## src/rtl/memctrl_nport.sv

```systemverilog
`default_nettype none
// ============================================================================
//  Module   : memctrl_nport
//  Purpose  : N-port round-robin byte-serial memory controller (loads/stores
//             of 1..DATA_W/8 bytes over an 8-bit RAM with 1-cycle read latency).
//             Optional macro MEMCTRL_IO_STALL_EN: stall stores to the I/O window
//             (addr[17:16]==2'b11) while io_buffer_full is high.
//  Revision : 1.0  initial release
// ============================================================================
module memctrl_nport #(
    parameter int NPORT  = 2,
    parameter int ADDR_W = 32,
    parameter int DATA_W = 32
) (
    input  logic                     clk,
    input  logic                     rst,
    input  logic                     rdy,
    input  logic                     io_buffer_full,
    input  logic [7:0]               mem_din,
    output logic [7:0]               mem_dout,
    output logic [ADDR_W-1:0]        mem_a,
    output logic                     mem_wr,
    input  logic [NPORT-1:0]         req,
    input  logic [NPORT-1:0]         we,
    input  logic [3*NPORT-1:0]       len,
    input  logic [ADDR_W*NPORT-1:0]  addr,
    input  logic [DATA_W*NPORT-1:0]  wdata,
    output logic [NPORT-1:0]         done,
    output logic [DATA_W-1:0]        rdata,
    output logic [NPORT-1:0]         grant,
    output logic                     busy
);

    localparam int         PW       = $clog2(NPORT);
    localparam int         NBYTES   = DATA_W / 8;
    localparam logic [2:0] c_MAXLEN = 3'(NBYTES);

    localparam logic [1:0] c_IDLE  = 2'd0;
    localparam logic [1:0] c_READ  = 2'd1;
    localparam logic [1:0] c_WRITE = 2'd2;
    localparam logic [1:0] c_DONE  = 2'd3;

    logic [1:0]        r_state;
    logic [2:0]        r_cnt;
    logic [2:0]        r_len;
    logic [PW-1:0]     r_last;
    logic [ADDR_W-1:0] r_addr;
    logic [DATA_W-1:0] r_wdata;
    logic [DATA_W-1:0] r_rdata;
    logic [NPORT-1:0]  r_grant;

    logic              w_found;
    logic [PW-1:0]     w_pick;
    logic [PW-1:0]     w_idx;
    logic [2:0]        w_len_raw;
    logic [2:0]        w_len_eff;
    logic [ADDR_W-1:0] w_cur_addr;
    logic              w_stall;

    // Round-robin: scan starting one past the last granted port.
    always_comb begin
        w_found = 1'b0;
        w_pick  = r_last;
        w_idx   = r_last;
        for (int i = 1; i <= NPORT; i++) begin
            w_idx = PW'((int'(r_last) + i) % NPORT);
            if (!w_found && req[w_idx]) begin
                w_found = 1'b1;
                w_pick  = w_idx;
            end
        end
    end

    assign w_len_raw  = len[3*int'(w_pick) +: 3];
    assign w_len_eff  = (w_len_raw == 3'd0)      ? 3'd1     :
                        (w_len_raw > c_MAXLEN)   ? c_MAXLEN : w_len_raw;
    assign w_cur_addr = r_addr + ADDR_W'(r_cnt);

`ifdef MEMCTRL_IO_STALL_EN
    assign w_stall = (r_state == c_WRITE) && (r_addr[17:16] == 2'b11) && io_buffer_full;
`else
    logic w_unused_io;
    assign w_unused_io = io_buffer_full;
    assign w_stall     = 1'b0;
`endif

    // RAM-side outputs are decoded from registered state only.
    always_comb begin
        mem_a    = '0;
        mem_dout = '0;
        mem_wr   = 1'b0;
        if ((r_state == c_READ) && (r_cnt < r_len)) begin
            mem_a = w_cur_addr;
        end
        if (r_state == c_WRITE) begin
            mem_a    = w_cur_addr;
            mem_dout = r_wdata[8*int'(r_cnt) +: 8];
            mem_wr   = rdy && !w_stall;
        end
    end

    assign done  = ((r_state == c_DONE) && rdy) ? r_grant : '0;
    assign rdata = r_rdata;
    assign grant = r_grant;
    assign busy  = (r_state != c_IDLE);

    always_ff @(posedge clk or posedge rst) begin
        if (rst) begin
            r_state <= c_IDLE;
            r_cnt   <= '0;
            r_len   <= '0;
            r_last  <= PW'(NPORT - 1);
            r_addr  <= '0;
            r_wdata <= '0;
            r_rdata <= '0;
            r_grant <= '0;
        end else if (rdy) begin
            case (r_state)
                c_IDLE: begin
                    if (w_found) begin
                        r_last  <= w_pick;
                        r_grant <= NPORT'(1) << w_pick;
                        r_addr  <= addr[ADDR_W*int'(w_pick) +: ADDR_W];
                        r_wdata <= wdata[DATA_W*int'(w_pick) +: DATA_W];
                        r_len   <= w_len_eff;
                        r_cnt   <= '0;
                        r_rdata <= '0;
                        r_state <= we[w_pick] ? c_WRITE : c_READ;
                    end
                end
                c_READ: begin
                    // Data for address cnt-1 arrives one cycle after it was issued.
                    if (r_cnt != 3'd0) begin
                        r_rdata[8*(int'(r_cnt) - 1) +: 8] <= mem_din;
                    end
                    if (r_cnt == r_len) begin
                        r_state <= c_DONE;
                    end else begin
                        r_cnt <= r_cnt + 3'd1;
                    end
                end
                c_WRITE: begin
                    if (!w_stall) begin
                        if (r_cnt == r_len - 3'd1) begin
                            r_state <= c_DONE;
                        end
                        r_cnt <= r_cnt + 3'd1;
                    end
                end
                c_DONE: begin
                    r_state <= c_IDLE;
                    r_grant <= '0;
                    r_cnt   <= '0;
                end
                default: r_state <= c_IDLE;
            endcase
        end
    end

endmodule
`default_nettype wire

```

## config.mk

```make
export PLATFORM = sky130hd
export DESIGN_NAME = memctrl_nport
export DESIGN_NICKNAME = d
export VERILOG_FILES = /design/src/rtl/memctrl_nport.sv
export SDC_FILE = /design/constraint.sdc
export NUM_CORES = 1
export LEC_CHECK = 0
export CAP_MARGIN = 20
export CORE_UTILIZATION = 41
export CTS_CLUSTER_DIAMETER = 80
export DETAILED_ROUTE_END_ITERATION = 8
export PLACE_DENSITY = 0.82
export SKIP_LAST_GASP = 1
export SYNTH_ARGS = -nofsm -noshare
export SYNTH_HDL_FRONTEND = slang
export SYNTH_SLANG_ARGS = --single-unit
```

## constraint.sdc

```tcl
create_clock -name clk -period 3.5 [get_ports clk]
set_clock_uncertainty 0.2 [all_clocks]
set_input_delay 0.7 -clock clk [delete_from_list [all_inputs] [get_ports clk]]
set_output_delay 0.7 -clock clk [all_outputs]
set_load 0.1 [all_outputs]
```

== After elaboration in Yosys (flattened, before gate mapping) ==
Index checks and enable logic that the tools add are counted.

* $add $sub $neg: 7
* Multipliers: 1
* $lt $le $gt $ge: 5
* Eq/ne operators: 10
* Shift-type cells: 7
* Mux-type cells: 31
* Reduce and logical (&&, ||, !) cells: 15

{| class="wikitable"
|+ Operator list
! cell !! count
|-
| $mux W32 || 4
|-
| $shiftx A64 B7 Y32 || 2
|-
| $pmux W32 S2 || 1
|-
| $neg A7 Y33 || 1
|-
| $shift A8 B33 Y32 const A || 1
|-
| $shiftx A8 B33 Y32 || 1
|-
| $add A32 B3 Y32 || 1
|-
| $bwmux W32 || 1
|-
| $shiftx A32 B7 Y8 || 1
|-
| $mux W2 || 6
|-
| $mux W3 || 4
|-
| $pmux W3 S4 || 1
|-
| $mux W1 || 11
|-
| $reduce_and A3 Y1 || 3
|-
| $mux W8 || 1
|-
| $pmux W2 S4 || 1
|-
| $reduce_and A4 Y1 || 2
|-
| $eq A3 B3 Y1 || 2
|-
| $lt A1 B2 Y1 const B || 3
|-
| $ne A2 B1 Y1 const B || 3
|-
| $reduce_bool A2 Y1 || 3
|-
| $shiftx A6 B4 Y3 || 1
|-
| $eq A2 B2 Y1 const B || 2
|-
| $ne A2 B2 Y1 const B || 2
|-
| other kinds (15) || 18
|}

* Flip-flop bits (word level): 107
* Input port bits: 150
* Output and inout port bits: 78
* Logic and storage cells: 84

== Logic depth before layout (Yosys ltp) ==
Gate-level depths: netlist (run 1).

* Depth in word-level cells: 12
* Mapped depth: 14
* Gate-level depth less buffers: 11

== Worst setup path before layout (run 1) ==
Ideal clock, no wire load.

* Kind: register to output
* Start: reg r_cnt[0]
* End: out mem_a[22]
* Arrival time: 3.221 ns
* Data required time: 2.600 ns
* Slack: -0.621 ns
* Stages on the path, launching flop included: 8
* Path through: dfrtp_1 ha_1 fa_1 a21o_1 nand4_1 clkbuf_1 o21ai_0 a21oi_1

* Cells in the longest elaborated chain, start to end: 4
* Elaborated cells on any way between the ends: 5
* Classes of those cells: add/sub (1); order compare (1); mux (2); reduce/logical (1)

{| class="wikitable"
|+ Ends and longest elaborated chain
! item !! line !! text
|-
| start, declared || 44 || <nowiki>logic [2:0] r_cnt;</nowiki>
|-
| start signal, assigned || 139 || <nowiki>r_cnt <= r_cnt + 3'd1;</nowiki>
|-
| start signal, assigned || 147 || <nowiki>r_cnt <= r_cnt + 3'd1;</nowiki>
|-
| parallel branches: the longest is 3 deep, another holds $add A32 B3 Y32 || -- ||
|-
| $mux W32 * || 95 || <nowiki>if (r_state == c_WRITE) begin</nowiki>
|-
| end, declared || 21 || <nowiki>output logic [ADDR_W-1:0] mem_a,</nowiki>
|}

Mark *: on every way between the ends.

== Worst setup path in the final report (run 1) ==
* Start: reg r_cnt[1]
* End: out mem_a[31]

The elaborated chain is that of the path after synthesis.

==> results of run 1 <==
## synth_stat cells (2+ instances only)
master	n	area, sq um
and2_1	2	12.5
o21ai_0	76	380
dfrtp_1	106	2650
nand2_1	88	330
a31oi_1	2	12.5
o2bb2ai_1	9	78.8
ha_1	18	225
nor2_1	32	120
o21a_1	2	15.0
nor3b_1	3	22.5
clkbuf_1	26	97.6
nor2b_1	14	87.6
o21ai_1	8	40.0
nand2b_1	3	18.8
nor4_1	7	43.8
a22o_1	4	35.0
nor3_1	8	40.0
mux2_2	2	22.5
buf_2	14	70.1
a21o_1	2	15.0
o211ai_1	21	158
buf_1	3	11.3
buf_6	4	45.0
and4_1	4	35.0
a311oi_1	2	17.5
xnor2_1	22	193
o31ai_1	2	15.0
a21oi_1	10	50.1
xor2_1	6	52.6
nand3_1	37	185
nor4b_1	2	17.5
nand4_1	8	50.1
inv_1	20	75.1
mux2i_1	77	771
and3_1	4	25.0
or3_1	6	37.5
mux4_2	8	180
## sequential cells by signal, summed over array words and instances, names as in the netlist
register and count:
rdata 32, r_state 2, r_cnt 3, r_addr 32, r_wdata 32, r_last 1, r_len 3, grant 2
## power groups by stage
stage,clock (W),combinational [W],sequential [W]
floorplan,0,0.00411,0.00303
global placement,0,0.00682,0.00221
detailed placement,0,0.00693,0.00224
CTS,0.000982,0.00698,0.00221
global route,0.00102,0.00739,0.00229
finish,0.000952,0.00700,0.00222
## metal layers
layer	vias up	global-route usage	part of all wire
li1	2842	-	-
met1	2760	0.268	0.42
met2	181	0.372	0.49
met3	31	0.0356	0.055
met4	0	0.102	0.028
met5	-	0	0
## metrics by stage
step                hold slack [ns]  total power, W
floorplan                     0.245         0.00714
global placement              0.258         0.00903
detailed placement            0.270         0.00917
CTS                           0.285          0.0102
global route                  0.309          0.0107
finish                        0.279          0.0102
## final timing paths
path                                            to  slack (ns)  cells past startpoint
min reg2reg                r_wdata[25]$_DFFE_PP0P_        0.28                      2
min                        r_wdata[25]$_DFFE_PP0P_        0.28                      2
min in group asynchronous   r_addr[20]$_DFFE_PP0P_        0.57                      2
max                                      mem_a[31]        0.09                      8
max reg2reg                  rdata[23]$_DFFE_PP0P_        0.18                     12
max in group asynchronous    r_addr[7]$_DFFE_PP0P_        1.88                      3
## final cells by class
type | count | area, sq um
Clock buffer | 12 | 256
Clock inverter | 2 | 12.5
Fill cell | 1244 | 5550
Inverter | 20 | 82.6
Multi-Input combinational cell | 502 | 3660
Sequential cell | 107 | 2680
Tap cell | 211 | 264
Timing Repair Buffer | 254 | 2750
## repair_timing
action	CTS	global route
endpoints found under the setup margin	20	28
resized for setup	2	7
pin swaps	1	4
setup buffers	1	6
## cells by family (layout without fill, tap and decap cells)
logic type,count (synthesis),count (layout),share of synthesized area
flip-flops,107,107,0.416
XOR/XNOR,29,29,0.0416
buffers and inverters,67,288,0.0465
multiplexers,88,88,0.155
AND/OR/NAND/NOR,223,223,0.166
adder cells (fa/ha/maj),19,19,0.0381
AO/OA/AOI/OAI,143,143,0.136
## worst reg2reg max path: stages (launching register included)
cell and delay (ns):
dfrtp_2 0.37, buf_4 0.16, clkinvlp_4 0.15, ha_1 0.38
nand3_1 0.13, inv_1 0.05, ha_1 0.33, or4b_1 0.58
mux2i_4 0.19, nand4_1 0.10, buf_4 0.21, and2_4 0.20
o2bb2ai_1 0.13
==> flow_summary.yaml, run 1 <==
run_status:
  outcome: "finished clean"
setup_path:
  crit_arrival_ns: 2.51
  startpoint: "r_cnt[1]$_DFFE_PP0P_"
  cpMaxStageDelayCell: "dfrtp_1"
  worstSetupPathType: "reg2out"
  crit_buf_inv: 2
  worst_setup_path_end_kind: "output port"
  path_max_fanout: 17
  critPathTopFamily: "flip-flops"
  max_stage_delay_ns: 0.48
  critPathRequiredTime_ns: 2.60
  path_cells: "ha_1, a21o_1, a21oi_1, buf_4, nor3_1, nand3_1, mux2_2, buf_12"
  worstReg2RegStart: "r_cnt[0]$_DFFE_PP0P_"
  worstSetupStartpointType: "flop"
global_routing:
  antenna_found_initial: 0
  first_global_vias: 5446
  grt-ovfl-total: 0
  grt_first_pass_wirelength_um: 27400
  track_usage: 0.217
  grt_max_degree: 83
die:
  num_rows: 45
  die_w_um: 127
  io_pins: 228
  dieArea_sq_um: 16200
  die_height_um: 127
  start_util: 0.422
  fp.coreArea_sq_um: 15300
yosys:
  ys_async_sr_fraction: 1.00
  synthDistinctLibCells: 51
  synth_area_sq_um: 6430
  seq_area_frac_synth: 0.416
  synth_ff_type: "dfrtp_1"
  syn_nets: 845
  synth_warnings: 0
  synth-edff-count: 0
  synth-seq-cells: 107
  synth_cells: 676
  avgSynthCellArea_sq_um: 9.52
power_and_ir_drop:
  p_switching_w: 0.00551
  peakVddDrop_mv: 0.608
  powerDensity_nw_per_um2: 1050
  p_clk_frac: 0.094
  p_seq_frac: 0.218
  internal-power_w: 0.00467
  netSwitchingFraction: 0.541
  p_leak_nw: 4.15
  comb_power_share: 0.688
final_layout:
  finalInstanceArea_sq_um: 9700
  fin_cells: 1108
  fin_util: 0.636
  layout-drive-gt1-share: 0.190
  final_common_cell: "clkdlybuf4s50_1"
  nets: 1063
  antenna_cells: 0
  syn_to_final_growth_pct: 50.8
  layout_common_cells: "clkdlybuf4s50_1, dfrtp_1, nand2_1"
timing:
  setup_ws_ns: 0.0927
  setup_viol: 0
  slew_headroom: 0.636
  maxSlewViolCount: 0
  min_period_ns: 3.41
  finalHoldViolations: 0
  rsz0062_at_grt: "yes"
  fmax_mhz: 293
  worst_pin_slew_ns: 0.544
  setup-tns-final_ns: 0
  period_share: 0.974
cts:
  clk_pin_slew_ns: 0.07
  clkLatencyLatePin_ns: 0.35
  cts-buffers-inserted: 9
  cts_hold_buf: 0
  cts_max_path_buffers: 2
  htreeDepth: 3
  cts_tree: "yes"
  clkSinkCount: 107
  cts_root_buffer: "clkbuf_16"
drt:
  wl_per_cell_um: 15.8
  dr_total_vias: 5814
  ant_nets: 0
  vias_per_cell: 5.25
  routed_wl_um: 17500
  first_iter_violations: 341
  first_pass_iters: 4
  drc: 0
place:
  dp.cells: 1087
  dp_slack_ns: 0.152
  io_buffers: 226
  place_area_sq_um: 9350
  gp_congestion: 0.866
  dp_hpwl_um: 13400
flow_run:
  drv_cap: 0
hold_path:
  hp-start: "r_wdata[25]$_DFFE_PP0P_"
  hp-class: "reg2reg"
No activity file was read; power rests on OpenSTA's default activity.
==> run 2, diff against run 1 <==
Settings changed: CORE_ASPECT_RATIO set to 1.5, CORE_UTILIZATION 41 to 50, DONT_BUFFER_PORTS set to 1, HOLD_SLACK_MARGIN set to 0.05, PLACE_DENSITY 0.82 to 0.73.
==> run 2 against run 1 <==
Sequential cell count stayed put. Via count is 11% lower. Wire length is 10% lower. Worst setup slack worse by 0.0092 ns. Non-clock buffer count is 191 lower. Sequential share of layout area is 6.4 points higher. Global-route usage is 2.3 points higher. Maximum frequency is 0.27% lower. Critical path depth is 1 higher. First-iteration DRC count is 50% lower. Cell count is 22% lower. Largest cell class unchanged.
==> flow_summary.yaml, run 2 (synthesis results as in run 1) <==
timing:
  worst_hold_slack_ns: 0.180
  period_share: 0.976
  maxSlewViolCount: 0
  setup_viol: 0
  fmax_mhz: 293
  worst_pin_slew_ns: 0.976
  finalHoldViolations: 0
  slew_headroom: 0.349
  rsz0062_at_grt: "yes"
  setup_ws_ns: 0.0835
  min_period_ns: 3.42
drt:
  dr_total_vias: 5183
  wl_per_cell_um: 18.2
  routed_wl_um: 15700
  vias_per_cell: 6.00
  ant_nets: 0
  drc: 0
  first_pass_iters: 5
  first_iter_violations: 172
die:
  die_height_um: 141
  io_pins: 228
  dieArea_sq_um: 13300
  fp.coreArea_sq_um: 12500
  start_util: 0.514
  die_w_um: 94.6
  num_rows: 50
final_layout:
  antenna_cells: 0
  syn_to_final_growth_pct: 22.4
  nets: 872
  fin_util: 0.629
  layout-drive-gt1-share: 0.195
  fin_cells: 864
  final_common_cell: "dfrtp_1"
  layout_common_cells: "dfrtp_1, nand2_1, mux2i_1"
cts:
  cts_max_path_buffers: 2
  cts_tree: "yes"
  cts_hold_buf: 0
  clkSinkCount: 107
  clk_pin_slew_ns: 0.07
  htreeDepth: 3
  cts-buffers-inserted: 9
  clkLatencyLatePin_ns: 0.35
  cts_root_buffer: "clkbuf_16"
setup_path:
  path_max_fanout: 13
  critPathRequiredTime_ns: 2.60
  worst_setup_path_end_kind: "output port"
  ff2ff_path_depth: 12
  worstSetupPathType: "reg2out"
  worstSetupStartpointType: "flop"
  crit_arrival_ns: 2.52
flow_run:
  drv_cap: 0
place:
  gp_congestion: 0.894
  dp_slack_ns: 0.161
  io_buffers: 0
  dp.cells: 846
  dp_hpwl_um: 11600
global_routing:
  antenna_found_initial: 0
  grt_first_pass_wirelength_um: 24800
  track_usage: 0.240
  first_global_vias: 5010
  grt_max_degree: 157
  grt-ovfl-total: 0
run_status:
  outcome: "finished clean"
hold_path:
  hp-class: "in2async"
[run 2: path summary, 6_finish.rpt]
check | slack [ns] | from | end
min in group clk | 0.23 | req[0] | r_last$_DFFE_PP1P_
max in group asynchronous | 2.48 | rst | r_cnt[0]$_DFFE_PP0P_
setup reg to reg | 0.18 | r_cnt[0]$_DFFE_PP0P_ | rdata[22]$_DFFE_PP0P_
hold / removal | 0.18 | rst | r_addr[24]$_DFFE_PP0P_
hold reg to reg | 0.28 | r_wdata[15]$_DFFE_PP0P_ | r_wdata[15]$_DFFE_PP0P_
setup / recovery | 0.08 | r_cnt[0]$_DFFE_PP0P_ | mem_a[24]
[run 2: through the flow]
stage / TNS, ns / area [sq um]
6_report: 0 / 7880
5_1_grt: -0.00888 / 7880
4_1_cts: 0 / 7860
3_5_place_dp: 0 / 7530
3_3_place_gp: 0 / 7530
2_1_floorplan: -1.13 / 6600
[run 2: worst max-delay path, stage by stage (launching register included)]
cell     delay (ns)
dfrtp_2        0.44
ha_1           0.25
fa_2           0.36
a21o_1         0.25
nand4_1        0.13
buf_6          0.16
nor3_1         0.07
xnor2_1        0.28
nor2_4         0.06
buf_12         0.17
[run 2: layout make-up]
| class | instances | area, sq um |
|---|---|---|
| Clock buffer | 10 | 239 |
| Clock inverter | 6 | 55.1 |
| Fill cell | 1008 | 4640 |
| Inverter | 20 | 78.8 |
| Multi-Input combinational cell | 502 | 3670 |
| Sequential cell | 107 | 2680 |
| Tap cell | 156 | 195 |
| Timing Repair Buffer | 63 | 952 |
[run 2: timing repair]
item | 4_1_cts | 5_1_grt
gates cloned | 1 | 0
setup buffers | 0 | 1
gates resized for setup | 1 | 4
pin swaps | 0 | 3
setup endpoints to repair | 1 | 12
[run 2: layer usage]
metal,global-route usage,up-vias,part of all wire
met5,0,-,0
met2,0.441,205,0.54
met1,0.273,2495,0.38
li1,-,2460,-
met4,0.0718,0,0.018
met3,0.0496,23,0.060
Power of run 2 is not shown: default switching activity piles up to over one toggle a cycle in this logic, so the estimate is an artifact.
